===== src/rtl/riscv_wb_arbiter.sv =====
// Write-back arbiter: merges LSU, ALU and multicycle results onto two register-file write ports.
// Optional stall counter enabled by defining RISCV_WB_PERF_EN.
module riscv_wb_arbiter #(
  parameter int ADDR_WIDTH = 5,
  parameter int DATA_WIDTH = 32,
  parameter int FIFO_DEPTH = 4
) (
  input  logic                         clk,
  input  logic                         rst,
  input  logic                         alu_we_i,
  input  logic [ADDR_WIDTH-1:0]        alu_waddr_i,
  input  logic [DATA_WIDTH-1:0]        alu_wdata_i,
  input  logic                         alu_wtag_i,
  input  logic                         lsu_we_i,
  input  logic [ADDR_WIDTH-1:0]        lsu_waddr_i,
  input  logic [DATA_WIDTH-1:0]        lsu_wdata_i,
  input  logic                         lsu_wtag_i,
  input  logic                         mc_valid_i,
  output logic                         mc_ready_o,
  input  logic [ADDR_WIDTH-1:0]        mc_waddr_i,
  input  logic [DATA_WIDTH-1:0]        mc_wdata_i,
  input  logic                         mc_wtag_i,
  output logic                         we_a_o,
  output logic [ADDR_WIDTH-1:0]        waddr_a_o,
  output logic [DATA_WIDTH-1:0]        wdata_a_o,
  output logic                         wtag_a_o,
  output logic                         we_b_o,
  output logic [ADDR_WIDTH-1:0]        waddr_b_o,
  output logic [DATA_WIDTH-1:0]        wdata_b_o,
  output logic                         wtag_b_o,
  output logic [(2**ADDR_WIDTH)-1:0]   pend_o,
  output logic [31:0]                  perf_stall_cnt_o
);

  localparam int PW = $clog2(FIFO_DEPTH);
  localparam int CW = PW + 1;
  localparam int NR = 2**ADDR_WIDTH;

  logic [ADDR_WIDTH-1:0] f_addr_q [FIFO_DEPTH];
  logic [DATA_WIDTH-1:0] f_data_q [FIFO_DEPTH];
  logic                  f_tag_q  [FIFO_DEPTH];
  logic [FIFO_DEPTH-1:0] f_vld_q, f_vld_d;
  logic [FIFO_DEPTH-1:0] f_kill_q, f_kill_d;
  logic [PW-1:0]         rd_q, rd_d, wr_q, wr_d, rd1;
  logic [CW-1:0]         cnt_q, cnt_d;
  logic [NR-1:0]         pend_q, pend_d;
  logic [ADDR_WIDTH-1:0] addr_nx [FIFO_DEPTH];

  logic                  we_a_q, we_a_d, we_b_q, we_b_d;
  logic [ADDR_WIDTH-1:0] waddr_a_q, waddr_a_d, waddr_b_q, waddr_b_d;
  logic [DATA_WIDTH-1:0] wdata_a_q, wdata_a_d, wdata_b_q, wdata_b_d;
  logic                  wtag_a_q, wtag_a_d, wtag_b_q, wtag_b_d;

  logic                  alu_v, lsu_v, mc_hit, mc_dead;
  logic [FIFO_DEPTH-1:0] slot_hit;
  logic                  h0_vld, h1_vld, h0_dead, h1_dead;
  logic                  b_av, a_av, b_av1, a_av1, b_av2, a_av2;
  logic                  h0_b, h0_a, h1_b, h1_a, pop0, pop1;
  logic                  drain, mc_port_free, mc_ready, mc_fire, mc_issue, mc_push, mc_b, mc_a;

  // Address 0 writes are swallowed, so they neither occupy a port nor kill anything.
  assign alu_v   = alu_we_i & (alu_waddr_i != '0);
  assign lsu_v   = lsu_we_i & (lsu_waddr_i != '0);
  assign mc_hit  = (alu_v & (mc_waddr_i == alu_waddr_i)) | (lsu_v & (mc_waddr_i == lsu_waddr_i));
  assign mc_dead = (mc_waddr_i == '0) | mc_hit;

  always_comb begin
    slot_hit = '0;
    for (int i = 0; i < FIFO_DEPTH; i++) begin
      slot_hit[i] = (alu_v & (f_addr_q[i] == alu_waddr_i)) | (lsu_v & (f_addr_q[i] == lsu_waddr_i));
    end
  end

  assign rd1     = rd_q + PW'(1);
  assign h0_vld  = (cnt_q >= CW'(1));
  assign h1_vld  = (cnt_q >= CW'(2));
  // Entries hit by a same-cycle ALU/LSU write are treated as already killed.
  assign h0_dead = f_kill_q[rd_q] | slot_hit[rd_q];
  assign h1_dead = f_kill_q[rd1] | slot_hit[rd1];

  assign b_av  = ~alu_v;
  assign a_av  = ~lsu_v;
  assign h0_b  = h0_vld & ~h0_dead & b_av;
  assign h0_a  = h0_vld & ~h0_dead & ~b_av & a_av;
  assign pop0  = h0_vld & (h0_dead | h0_b | h0_a);
  assign b_av1 = b_av & ~h0_b;
  assign a_av1 = a_av & ~h0_a;
  assign h1_b  = pop0 & h1_vld & ~h1_dead & b_av1;
  assign h1_a  = pop0 & h1_vld & ~h1_dead & ~b_av1 & a_av1;
  assign pop1  = pop0 & h1_vld & (h1_dead | h1_b | h1_a);
  assign b_av2 = b_av1 & ~h1_b;
  assign a_av2 = a_av1 & ~h1_a;

  // The mc input may only use a port once every buffered entry retires this cycle.
  assign drain        = (cnt_q == CW'(0)) | ((cnt_q == CW'(1)) & pop0) | ((cnt_q == CW'(2)) & pop1);
  assign mc_port_free = drain & (b_av2 | a_av2);
  assign mc_ready     = mc_port_free | (cnt_q != CW'(FIFO_DEPTH));
  assign mc_fire      = mc_valid_i & mc_ready;
  assign mc_issue     = mc_fire & ~mc_dead & mc_port_free;
  assign mc_push      = mc_fire & ~mc_dead & ~mc_issue;
  assign mc_b         = mc_issue & b_av2;
  assign mc_a         = mc_issue & ~b_av2 & a_av2;
  assign mc_ready_o   = mc_ready;

  always_comb begin
    we_b_d    = 1'b0;
    waddr_b_d = '0;
    wdata_b_d = '0;
    wtag_b_d  = 1'b0;
    if (alu_v) begin
      we_b_d    = 1'b1;
      waddr_b_d = alu_waddr_i;
      wdata_b_d = alu_wdata_i;
      wtag_b_d  = alu_wtag_i;
    end else if (h0_b) begin
      we_b_d    = 1'b1;
      waddr_b_d = f_addr_q[rd_q];
      wdata_b_d = f_data_q[rd_q];
      wtag_b_d  = f_tag_q[rd_q];
    end else if (h1_b) begin
      we_b_d    = 1'b1;
      waddr_b_d = f_addr_q[rd1];
      wdata_b_d = f_data_q[rd1];
      wtag_b_d  = f_tag_q[rd1];
    end else if (mc_b) begin
      we_b_d    = 1'b1;
      waddr_b_d = mc_waddr_i;
      wdata_b_d = mc_wdata_i;
      wtag_b_d  = mc_wtag_i;
    end else begin
      we_b_d    = 1'b0;
    end
  end

  always_comb begin
    we_a_d    = 1'b0;
    waddr_a_d = '0;
    wdata_a_d = '0;
    wtag_a_d  = 1'b0;
    if (lsu_v) begin
      we_a_d    = 1'b1;
      waddr_a_d = lsu_waddr_i;
      wdata_a_d = lsu_wdata_i;
      wtag_a_d  = lsu_wtag_i;
    end else if (h0_a) begin
      we_a_d    = 1'b1;
      waddr_a_d = f_addr_q[rd_q];
      wdata_a_d = f_data_q[rd_q];
      wtag_a_d  = f_tag_q[rd_q];
    end else if (h1_a) begin
      we_a_d    = 1'b1;
      waddr_a_d = f_addr_q[rd1];
      wdata_a_d = f_data_q[rd1];
      wtag_a_d  = f_tag_q[rd1];
    end else if (mc_a) begin
      we_a_d    = 1'b1;
      waddr_a_d = mc_waddr_i;
      wdata_a_d = mc_wdata_i;
      wtag_a_d  = mc_wtag_i;
    end else begin
      we_a_d    = 1'b0;
    end
  end

  always_comb begin
    f_kill_d = f_kill_q | (slot_hit & f_vld_q);
    f_vld_d  = f_vld_q;
    if (pop0) begin
      f_vld_d[rd_q] = 1'b0;
    end else begin
      f_vld_d[rd_q] = f_vld_q[rd_q];
    end
    if (pop1) begin
      f_vld_d[rd1] = 1'b0;
    end else begin
      f_vld_d[rd1] = f_vld_d[rd1];
    end
    if (mc_push) begin
      f_vld_d[wr_q]  = 1'b1;
      f_kill_d[wr_q] = 1'b0;
    end else begin
      f_vld_d[wr_q]  = f_vld_d[wr_q];
    end
    rd_d  = rd_q + PW'(pop0) + PW'(pop1);
    wr_d  = wr_q + PW'(mc_push);
    cnt_d = cnt_q - CW'(pop0) - CW'(pop1) + CW'(mc_push);
  end

  always_comb begin
    for (int i = 0; i < FIFO_DEPTH; i++) begin
      addr_nx[i] = (mc_push && (wr_q == PW'(i))) ? mc_waddr_i : f_addr_q[i];
    end
  end

  // Scoreboard reflects the FIFO state after this cycle's push/kill/pop.
  always_comb begin
    pend_d = '0;
    for (int i = 0; i < FIFO_DEPTH; i++) begin
      if (f_vld_d[i] && !f_kill_d[i]) begin
        pend_d[addr_nx[i]] = 1'b1;
      end else begin
        pend_d = pend_d;
      end
    end
  end

  always_ff @(posedge clk) begin
    if (mc_push) begin
      f_addr_q[wr_q] <= mc_waddr_i;
      f_data_q[wr_q] <= mc_wdata_i;
      f_tag_q[wr_q]  <= mc_wtag_i;
    end
  end

  always_ff @(posedge clk) begin
    if (rst) begin
      we_a_q    <= 1'b0;
      waddr_a_q <= '0;
      wdata_a_q <= '0;
      wtag_a_q  <= 1'b0;
      we_b_q    <= 1'b0;
      waddr_b_q <= '0;
      wdata_b_q <= '0;
      wtag_b_q  <= 1'b0;
      pend_q    <= '0;
      f_vld_q   <= '0;
      f_kill_q  <= '0;
      rd_q      <= '0;
      wr_q      <= '0;
      cnt_q     <= '0;
    end else begin
      we_a_q    <= we_a_d;
      waddr_a_q <= waddr_a_d;
      wdata_a_q <= wdata_a_d;
      wtag_a_q  <= wtag_a_d;
      we_b_q    <= we_b_d;
      waddr_b_q <= waddr_b_d;
      wdata_b_q <= wdata_b_d;
      wtag_b_q  <= wtag_b_d;
      pend_q    <= pend_d;
      f_vld_q   <= f_vld_d;
      f_kill_q  <= f_kill_d;
      rd_q      <= rd_d;
      wr_q      <= wr_d;
      cnt_q     <= cnt_d;
    end
  end

  assign we_a_o    = we_a_q;
  assign waddr_a_o = waddr_a_q;
  assign wdata_a_o = wdata_a_q;
  assign wtag_a_o  = wtag_a_q;
  assign we_b_o    = we_b_q;
  assign waddr_b_o = waddr_b_q;
  assign wdata_b_o = wdata_b_q;
  assign wtag_b_o  = wtag_b_q;
  assign pend_o    = pend_q;

`ifdef RISCV_WB_PERF_EN
  logic [31:0] perf_q;

  // Saturating count of cycles where a multicycle result is held off.
  always_ff @(posedge clk) begin
    if (rst) begin
      perf_q <= 32'h0;
    end else if (mc_valid_i && !mc_ready && (perf_q != 32'hFFFF_FFFF)) begin
      perf_q <= perf_q + 32'd1;
    end else begin
      perf_q <= perf_q;
    end
  end

  assign perf_stall_cnt_o = perf_q;
`else
  assign perf_stall_cnt_o = 32'h0;
`endif

endmodule


===== config.mk =====
export PLATFORM = sky130hd
export DESIGN_NAME = riscv_wb_arbiter
export DESIGN_NICKNAME = d
export VERILOG_FILES = /design/src/rtl/riscv_wb_arbiter.sv
export SDC_FILE = /design/constraint.sdc
export NUM_CORES = 1
export LEC_CHECK = 0
export CORE_ASPECT_RATIO = 0.75
export CORE_MARGIN = 3
export CORE_UTILIZATION = 30
export CTS_CLUSTER_DIAMETER = 40
export DETAILED_ROUTE_END_ITERATION = 10
export PLACE_DENSITY = 0.49
export SLEW_MARGIN = 20
export SYNTH_ARGS = -nofsm -noshare
export SYNTH_HDL_FRONTEND = slang
export SYNTH_SLANG_ARGS = --single-unit

===== constraint.sdc =====
create_clock -name clk -period 5.2 [get_ports clk]
set_input_delay 0.52 -clock clk [delete_from_list [all_inputs] [get_ports clk]]
set_output_delay 0.52 -clock clk [all_outputs]
set_load 0.01 [all_outputs]

==> results.toml <==
[run_status]
status = "finished, final reports clean"

[logic_synthesis]
synth_compound_area_share_pct = 13.87
synthMuxAreaShare_pct = 13.83
synthAdderAreaFrac_pct = 0.8600
avgSynthCellArea_um2 = 11.41
ys_types = 79
yosysMostFrequentCell = "edfxtp_1"
synth_top_family_by_area = "simple AND/OR/NAND/NOR gates"
synth_area_um2 = 15420
yosysTopAreaCellShare_pct = 29.60
synth_ff_type = "edfxtp_1"
yosysWarnings = 0
async_reset_ff_share_pct = 0
synth_top_cell_by_area = "edfxtp_1"
synth_edf_count = 152
synth.yosys.seq_area_share_pct = 45.83
synth-xor-area-share_pct = 3.067
synthTopCellsByArea = "edfxtp_1, dfxtp_1, mux4_2"
synth_seq_cells = 277
synthesis.instances = 1351
yosys.area_share.simple_pct = 17.07
ys_top_cells_by_count = "edfxtp_1, dfxtp_1, clkbuf_1, nor2_1, nand3b_1"

[layout]
postLayoutCellArea_um2 = 19890
nNetsFinal = 1679
final_cells = 2243
syn_to_final_growth_pct = 28.97
antennaDiodeCount = 0
n_fill_cell = 4843
layout-drive-gt1-share_pct = 17.59

[worst_setup_path]
worstSetupPathType = "flip-flop to flip-flop"
crit_fanout = 33
critPathCaptureType = "flip-flop"
r2r_cells = 11
r2r-start = "rd_q[0]$_SDFF_PP0_"
worstSetupStartpointType = "flip-flop"
worstPathRequired_ns = 5.71
cp-startpoint = "rd_q[0]$_SDFF_PP0_"
crit_arrival_ns = 5.01

[routing]
firstDrtPassIters = 6
drt_iter0_markers = 1521
final_antenna_net_count = 0
drcViolationCount = 0
viasPerCell = 5.776
routed_wl_um = 56050
num_vias = 12960
wl_per_cell_um = 24.99

[worst_hold_path]
hold_path_depth = 2
worstHoldStart = "rst"
hold_class = "primary input to flip-flop"

[sta]
holdWs_ns = 0.5605
fin_skew_ns = 0.03101
timing.fmax_mhz = 222.1
finalCritPeriodShare_pct = 86.58
finalSetupTns_ns = 0
min_period_ns = 4.502
worst_pin_slew_ns = 1.031
rsz0062_at_grt = "no"
setup_viol = 0
drv_slew = 0
maxSlewHeadroom_pct = 30.88
hold_violations = 0

[floorplanning]
die_h_um = 202.4
initial_core_util_pct = 30.56
core_area_um2 = 50460
dieArea_um2 = 54190
rows = 71
ios = 262
fp.dieW_um = 267.8

[cts]
htree_levels = 2
clk_pin_slew_ns = 0.05
cts_sinks = 277
ctsRootBufferMaster = "clkbuf_16"
clk_latency_ns = 0.57
cts_tree = "yes"
cts_buffers = 45
cts.path.max_buffers = 3
cts_resized = 0
post_cts_buffers = 0
hold_buffers = 0

[place]
dpl-instance-area_um2 = 18410
gp_congestion = 0.8880
dpl.hpwl_um = 37470
place_inst = 2160
port_buffers = 229

[power_and_ir_drop]
fin_total_pwr_w = 0.01092
p_per_area_nw_per_um2 = 549.1
leakage_nw = 6.655
ir_drop_uv = 325.5

[global_routing]
antenna_found_initial = 1
grt-ovfl-total = 0
grt_max_degree = 107
grt_pass1_wl_um = 84490
grt_pass1_vias = 12980
grt_use_total_pct = 20.39

[run]
maxCapViolCount = 0
metrics by stage:
stage / worst slack (ns) / utilization, %
CTS: 0.7398 / 39.41
detailed placement: 0.3335 / 36.49
global route: 0.4141 / 39.41
finish: 0.6980 / 39.41
global placement: 0.3065 / 36.48
floorplan: 1.036 / -
cells by family after synthesis:
kind of cell | count (synthesis)
multiplexers | 114
other | 1
flip-flops | 277
XOR/XNOR | 54
AO/OA/AOI/OAI | 253
AND/OR/NAND/NOR | 464
buffers and inverters | 178
adder cells (fa/ha/maj) | 10
worst max-delay path: stages (launching register included):
cell	delay, ns
dfxtp_4	0.65
inv_1	0.28
ha_2	0.72
buf_4	0.57
nor3_1	0.12
or3_4	0.37
o21ai_2	0.26
a21boi_1	0.13
buf_4	0.18
o31ai_2	0.85
nand3b_1	0.16
nand4_1	0.14
layer usage:
layer / vias to the layer above / routed length [um] / GRT usage, % / part of all wire [%]
li1: 5697 / - / - / -
met1: 6609 / 26050 / 30.47 / 46
met2: 594 / 25130 / 30.61 / 45
met3: 55 / 4129 / 3.651 / 7.4
met4: 0 / 740 / 4.652 / 1.3
met5: - / 0 / 0 / 0
cell usage in the layout, fill, tap and decap left out, drive strengths merged, types with 32 or more instances in the layout:
cell type	instances
mux4	77
a222oi	43
a221oi	36
clkbuf	51
dfxtp	125
a21oi	65
buf	56
clkdlybuf4s50	228
nor2	96
edfxtp	152
nand3b	80
conb	32
nand3	45
nand4	63
nand2	73
xor2	32
final cells by class:
cell class	instances	area (um^2)	area share (%)
clock buffer	51	1201	6.040
clock inverter	32	272.8	1.372
inverter	15	58.81	0.2957
multi-input combinational	927	7696	38.70
sequential	277	7072	35.56
tap	657	822.0	4.133
timing repair buffer	284	2765	13.90
report_power, final:
group	total, W	internal [W]	switching (W)
clock	0.00291	0.00178	0.00113
sequential	0.00301	0.00272	0.000288
combinational	0.00500	0.00199	0.00301
total	0.0109	0.00650	0.00443
state kept, by name, indices dropped and copies added (netlist names), 5 cells and up:
name / cells
wdata_b_o: 32
f_addr_q: 20
wdata_a_o: 32
waddr_a_o: 5
waddr_b_o: 5
f_data_q: 128
pend_o: 32
path summary, 6_finish.rpt:
check | end | slack [ns]
max | pend_o[6]$_SDFF_PP0_ | 0.70
min | f_vld_q[3]$_SDFF_PP0_ | 0.56
max reg2reg | pend_o[6]$_SDFF_PP0_ | 0.70
min reg2reg | f_kill_q[2]$_SDFF_PP0_ | 0.59
No activity file was read; power rests on OpenSTA's default activity.
